### config.mk
export PLATFORM = sky130hd
export DESIGN_NAME = lifo_top_cache
export DESIGN_NICKNAME = d
export VERILOG_FILES = /design/src/rtl/lifo_top_cache.sv
export SDC_FILE = /design/constraint.sdc
export NUM_CORES = 1
export LEC_CHECK = 0
export ABC_AREA = 1
export CORE_ASPECT_RATIO = 0.6
export CORE_UTILIZATION = 30
export CTS_CLUSTER_SIZE = 20
export DETAILED_ROUTE_END_ITERATION = 6
export PLACE_DENSITY_LB_ADDON = 0.05
export SETUP_SLACK_MARGIN = 0.02
export SLEW_MARGIN = 15
export SYNTH_ARGS = -nofsm -noshare
export SYNTH_HDL_FRONTEND = slang
export SYNTH_SLANG_ARGS = --single-unit
### constraint.sdc
create_clock -name clock -period 1.75 [get_ports clock]
set_clock_uncertainty 0.1 [all_clocks]
set_input_delay 0.175 -clock clock [delete_from_list [all_inputs] [get_ports clock]]
set_output_delay 0.175 -clock clock [all_outputs]
set_load 0.1 [all_outputs]
### src/rtl/lifo_top_cache.sv
// Stream front end for a LIFO: holds the top-of-stack in a register and spills older entries to the LIFO.
// Optional high-water mark output enabled by defining LIFO_TOP_CACHE_WATERMARK_EN.
module lifo_top_cache #(
    parameter int WIDTH       = 8,
    parameter int DEPTH       = 4,
    parameter int LEVEL_WIDTH = $clog2(DEPTH + 2)
) (
    input  logic                   clock,
    input  logic                   reset,
    input  logic                   s_valid,
    output logic                   s_ready,
    input  logic [WIDTH-1:0]       s_data,
    output logic                   m_valid,
    input  logic                   m_ready,
    output logic [WIDTH-1:0]       m_data,
    output logic [LEVEL_WIDTH-1:0] level,
    input  logic                   lifo_full,
    input  logic                   lifo_empty,
    output logic                   lifo_write_enable,
    output logic [WIDTH-1:0]       lifo_write_data,
    output logic                   lifo_read_enable,
    input  logic [WIDTH-1:0]       lifo_read_data
`ifdef LIFO_TOP_CACHE_WATERMARK_EN
    ,
    input  logic                   watermark_clear,
    output logic [LEVEL_WIDTH-1:0] max_level
`endif
);

    logic                   r_tos_valid;
    logic [WIDTH-1:0]       r_tos_data;
    logic [LEVEL_WIDTH-1:0] r_level;
    logic                   w_push;
    logic                   w_pop;
    logic [LEVEL_WIDTH-1:0] w_level_next;

    // Room exists unless both the register and the LIFO are occupied to the brim.
    assign s_ready = !(r_tos_valid && lifo_full);
    assign m_valid = r_tos_valid;
    assign m_data  = r_tos_data;
    assign level   = r_level;

    // A simultaneous push and pop just replaces the top, so only lone pushes spill and lone pops refill.
    assign lifo_write_enable = !reset && w_push && !w_pop && r_tos_valid;
    assign lifo_write_data   = r_tos_data;
    assign lifo_read_enable  = !reset && w_pop && !w_push && !lifo_empty;

    // Handshake decode and next occupancy.
    always_comb begin
        w_push       = s_valid && s_ready;
        w_pop        = r_tos_valid && m_ready;
        w_level_next = r_level;
        if (w_push && !w_pop) begin
            w_level_next = r_level + LEVEL_WIDTH'(1);
        end else if (w_pop && !w_push) begin
            w_level_next = r_level - LEVEL_WIDTH'(1);
        end else begin
            w_level_next = r_level;
        end
    end

    // Top-of-stack register and occupancy counter.
    always_ff @(posedge clock) begin
        if (reset) begin
            r_tos_valid <= 1'b0;
            r_tos_data  <= {WIDTH{1'b0}};
            r_level     <= {LEVEL_WIDTH{1'b0}};
        end else begin
            r_level <= w_level_next;
            case ({w_push, w_pop})
                2'b11: r_tos_data <= s_data;
                2'b10: begin
                    r_tos_data  <= s_data;
                    r_tos_valid <= 1'b1;
                end
                2'b01: begin
                    if (!lifo_empty) begin
                        r_tos_data <= lifo_read_data;
                    end else begin
                        r_tos_valid <= 1'b0;
                    end
                end
                default: begin
                    r_tos_valid <= r_tos_valid;
                end
            endcase
        end
    end

`ifdef LIFO_TOP_CACHE_WATERMARK_EN
    logic [LEVEL_WIDTH-1:0] r_max_level;
    assign max_level = r_max_level;

    // High-water mark tracks the next level; a clear restarts it from the next level.
    always_ff @(posedge clock) begin
        if (reset) begin
            r_max_level <= {LEVEL_WIDTH{1'b0}};
        end else if (watermark_clear) begin
            r_max_level <= w_level_next;
        end else if (w_level_next > r_max_level) begin
            r_max_level <= w_level_next;
        end else begin
            r_max_level <= r_max_level;
        end
    end
`endif

endmodule

Yosys cells after proc, flatten, opt, wreduce, memory -nomap -nowiden --
Index checks and enable logic that the tools add are counted.
Cells by class: add/sub/neg operators 2, equal/unequal tests 5, mux-type cells 6, reduce and logical (&&, ||, !) cells 22
Operator list (count):
- 8-bit case mux with 2 select lines | 1
- 1-bit logical AND | 11
- 8-bit 2-to-1 mux | 1
- 3-bit 2-to-1 mux | 2
- 2-bit nonzero test | 3
- 1-bit zero test | 5
- 2-bit == test, second input constant | 2
- 2-bit inequality test, second input constant | 2
- 2-bit AND reduction | 2
- 3-bit by 1-bit adder with 3-bit output, second input constant | 1
- 3-bit by 1-bit subtractor with 3-bit output, second input constant | 1
- 2-bit by 1-bit == test with 1-bit output, second input constant | 1
- 1-bit case mux with 2 select lines | 1
- 2-bit OR reduction | 1
- 1-bit 2-to-1 mux | 1
Storage, ports and cells: register bits after elaboration 12, word-level logic and storage cells 38

Depth between registers and ports, before layout --
depth after elaboration 7, gate-level depth with buffers 12

Worst setup path after synthesis --
No wires, ideal clock.
kind register -> output, from register r_tos_valid, in the netlist m_valid, to output port lifo_read_enable, arrival time 3.885 ns, path slack -2.410 ns, cell stages (with the launch flop) 5, buffers on the path 0, path through dfxtp_1 > nand2_1 > nand2_2 > inv_1 > nor4_2
Between the ends: cells in the longest elaborated chain, start to end 6
RTL lines:
- start, declared | RTL line 30 | logic r_tos_valid;
- start signal, assigned | RTL line 84 | r_tos_valid <= r_tos_valid;
- 1-bit logical AND | RTL line 38 | assign s_ready = !(r_tos_valid && lifo_full);
- 1-bit zero test | RTL line 38
- via s_ready | RTL line 11 | output logic s_ready,
- 1-bit logical AND | RTL line 50 | w_push = s_valid && s_ready;
- 1-bit zero test | RTL line 46 | assign lifo_read_enable = !reset && w_pop && !w_push && !lifo_empty;
- 1-bit logical AND (2 in a row) | RTL line 46
- end, declared | RTL line 21 | output logic lifo_read_enable,
The timed path passes the listed nets, and every way through them passes these cells.

Worst setup path after layout --
from register r_tos_valid, in the netlist m_valid, to output port lifo_read_enable
Between the ends: cells in the longest elaborated chain, start to end 6
RTL lines (RTL line):
- 1-bit logical AND | 38
- 1-bit zero test | 38
- 1-bit logical AND | 50
- 1-bit zero test | 46
- 1-bit logical AND (*) (2 in a row) | 46
Mark *: on every way between the ends. The rest lies on a longest branch, timed or not.

==> impl_results.md <==
- Status: complete, no violations
- Vias in the first global route: 692
- Skew-Pair Late Insertion Delay: 240 ps
- Clock sink count: 12
- DPL Wire Length: 1660 um
- Largest net degree at the start of global routing: 10
- Fin Hold WS: 466 ps
- Clk pwr share: 21.2%
- Worst Tran Pin Value: 281 ps
- Fmax: 0.590 GHz
- Core footprint: 2290 um2
- Syn Nets: 133
- # IOs: 45
- # rows: 13
- Worst VDD drop: 0.000440 V
- Layout cells sized above 1: 41.4%
- CTS buffer count: 3
- DR vias: 826
- Post-route ant nets: 0
- Design Power: 0.00146 W
- Seq/Total Area, Yosys: 31.1%
- Critical path buffers and inverters: 3
- WL final: 2150 um
- Largest delay contributor family on the critical path: simple AND/OR/NAND/NOR gates
- Maxcap violations: 0
- Height of the chip: 41.3 um
- Total global routing overflow: 0
- Yosys reg bits: 12
- Max-slew violations: 0
- Cell internal pwr: 0.000804 W
- Hold/Removal Path Class: flop to flop
- Final Hold Viols: 0
- IO buf count: 44
- Critical path's slowest cell: dfxtp_4
- Global-route wire length before repair: 3270 um
- Ys Warns: 0
- Root Driver: clkbuf_8
- CTS tree: yes
- Period utilisation layout: 96.9%
- Fillers: 162
- Gate Count Post-Synth: 107
- Final RePlAce weighted congestion: 0.717
- Flop pwr share: 24.6%
- Worst setup EP type: output port
- Worst Setup Start Kind: flop
- WS Path Type: flop to output port
- Area grow syn2layout: 111%
- Initial Util: 33.7%
- CP arrival: 1420 ps
- CP peak stage delay: 400 ps
- Final min period: 1690 ps
- Clock buffer depth: 2
- Worst-path cell chain: nand2_8 > nand2_4 > inv_4 > buf_6 > nor4_4 > buf_12
- Worst Path Required: 1470 ps
- DRT iter0 DRCs: 27
- Global Route Usage Sum: 17.2%
- Worst slew margin: 81.1%
- RSZ-0062 raised after global routing: true
- Ranking of synthesized cells by area: dfxtp_1, nand2_1, a21oi_2
- Avg Cell Area, Syn: 7.23 um2
- Die width: 67.5 um
- Die area: 2790 um2
- Power per cell area: 898 nW/um2
- Switching power: 0.000657 W
- Mapped cell area: 773 um2
- Leak Pwr: 0.734 nW
- Yosys top cell area share: 31.1%
- H-tree Lvls: 1
- Routed WL per cell: 11.5 um
- Final setup viols: 0
- Fin nets: 184
- ANT cells: 0
- Clock slew at reported path FFs: 60 ps
- Vias per cell: 4.42
- Drt pass-1 iters: 4
- Yosys cell types: 22
- Initial antenna violation count: 0
- Synth area leader: dfxtp_1
- Combinational power share: 54.2%
- Peak fanout along the critical path: 3
- Sw Ratio: 45.0%
- DRC viols: 0
[cells in the final DEF (no fill, tap or decap), types with 2 or more instances in the layout]
master	count
a21oi_2	8
buf_12	23
buf_4	11
clkbuf_8	4
clkdlybuf4s50_1	18
dfxtp_1	11
dlygate4sd2_1	2
ha_1	2
inv_1	6
inv_2	3
nand2_1	43
nand2_2	2
nand2_4	3
nand2_8	2
nor2_1	5
[kinds of logic (layout without fill, tap and decap cells)]
group	after synthesis	after routing	share of synthesized area [%]
AOI/OAI and AO/OA	10	10	10.7
adders and majority gates	4	4	7.44
xor gates and xnor gates	1	1	1.13
and+or+nand+nor	59	59	33.8
DFF	12	12	31.1
buffers and inverters	21	71	15.9
[worst reg2reg max path: stages, from the launching register on]
cell	delay, ps
dfxtp_4	370
nand2_8	80
nand2_4	50
inv_4	60
ha_4	120
inv_2	40
fa_2	370
inv_2	60
nand2_2	60
nand4_1	80
nand2_1	60
nor2_1	120
[state kept, by name (all words and copies together), names as in the netlist]
signal	count
m_valid	1
level	3
lifo_write_data	8
[path summary, 6_finish.rpt]
check                                         end  cells after the start                       startpoint  slack [ps]
hold / removal    lifo_write_data[7]$_SDFFE_PP0P_                      2  lifo_write_data[7]$_SDFFE_PP0P_         470
setup reg to reg            level[2]$_SDFFE_PP0P_                     11             m_valid$_SDFFE_PP0P_          90
hold reg to reg   lifo_write_data[7]$_SDFFE_PP0P_                      2  lifo_write_data[7]$_SDFFE_PP0P_         470
setup / recovery                 lifo_read_enable                      6             m_valid$_SDFFE_PP0P_          60
[cell type report]
| cell class | instances | area, um2 | share of cell area (%) |
|---|---|---|---|
| Sequential cell | 12 | 244 | 15.0 |
| Tap cell | 30 | 37.5 | 2.31 |
| Clock buffer | 4 | 55.1 | 3.38 |
| Multi-Input combinational cell | 74 | 478 | 29.4 |
| Inverter | 11 | 48.8 | 3.00 |
| Timing Repair Buffer | 56 | 764 | 47.0 |
[layer usage]
layer / wire, um / track usage [%] / share of wire, % / up-vias
li1: - / - / - / 421
met1: 986 / 22.5 / 46 / 368
met2: 996 / 26.5 / 46 / 35
met3: 158 / 6.52 / 7.4 / 2
met4: 7 / 5.32 / 0.33 / 0
met5: 0 / 0 / 0 / -
[Yosys cell counts]
cell type / instances
a22oi_1: 1
nand4_1: 1
buf_6: 1
nand2_8: 1
buf_2: 1
xor2_1: 1
nor4_2: 1
a21oi_2: 8
inv_1: 9
buf_4: 8
ha_1: 3
nor2_1: 5
dfxtp_1: 12
fa_1: 1
nand3_1: 1
nand2_2: 1
inv_2: 1
o21ai_0: 1
nand2_4: 1
nor3_1: 1
nand2_1: 47
inv_6: 1
[what timing repair did]
item                                    in CTS  in global routing
hold buffers                                 0                  0
pin swaps                                    1                  3
gates resized for setup                      3                 11
endpoints found under the setup margin       2                  2
setup buffers                                1                  0
[power groups by stage]
stage	Combinational (W)	Clock (W)	Sequential [W]
after global placement	0.000759	0	0.000365
after detailed placement	0.000766	0	0.000366
after CTS	0.000773	0.000316	0.000359
after global routing	0.000824	0.000332	0.000363
final	0.000792	0.000310	0.000359
after floorplan	0.000285	0	0.000552
[per-stage QoR]
| stage | util [%] | area [um2] | TNS (ps) | std cells | worst slack, ps |
|---|---|---|---|---|---|
| 2_1_floorplan | - | 815 | -1450 | 107 | -566 |
| 3_3_place_gp | 66.7 | 1530 | -1600 | 182 | -201 |
| 3_5_place_dp | 66.7 | 1530 | -2040 | 182 | -257 |
| 4_1_cts | 69.4 | 1590 | 0 | 187 | 32.8 |
| 5_1_grt | 71.0 | 1630 | 0 | 187 | 0.996 |
| 6_report | 71.0 | 1630 | 0 | 187 | 55.1 |
Power figures use the tool's default switching activity.
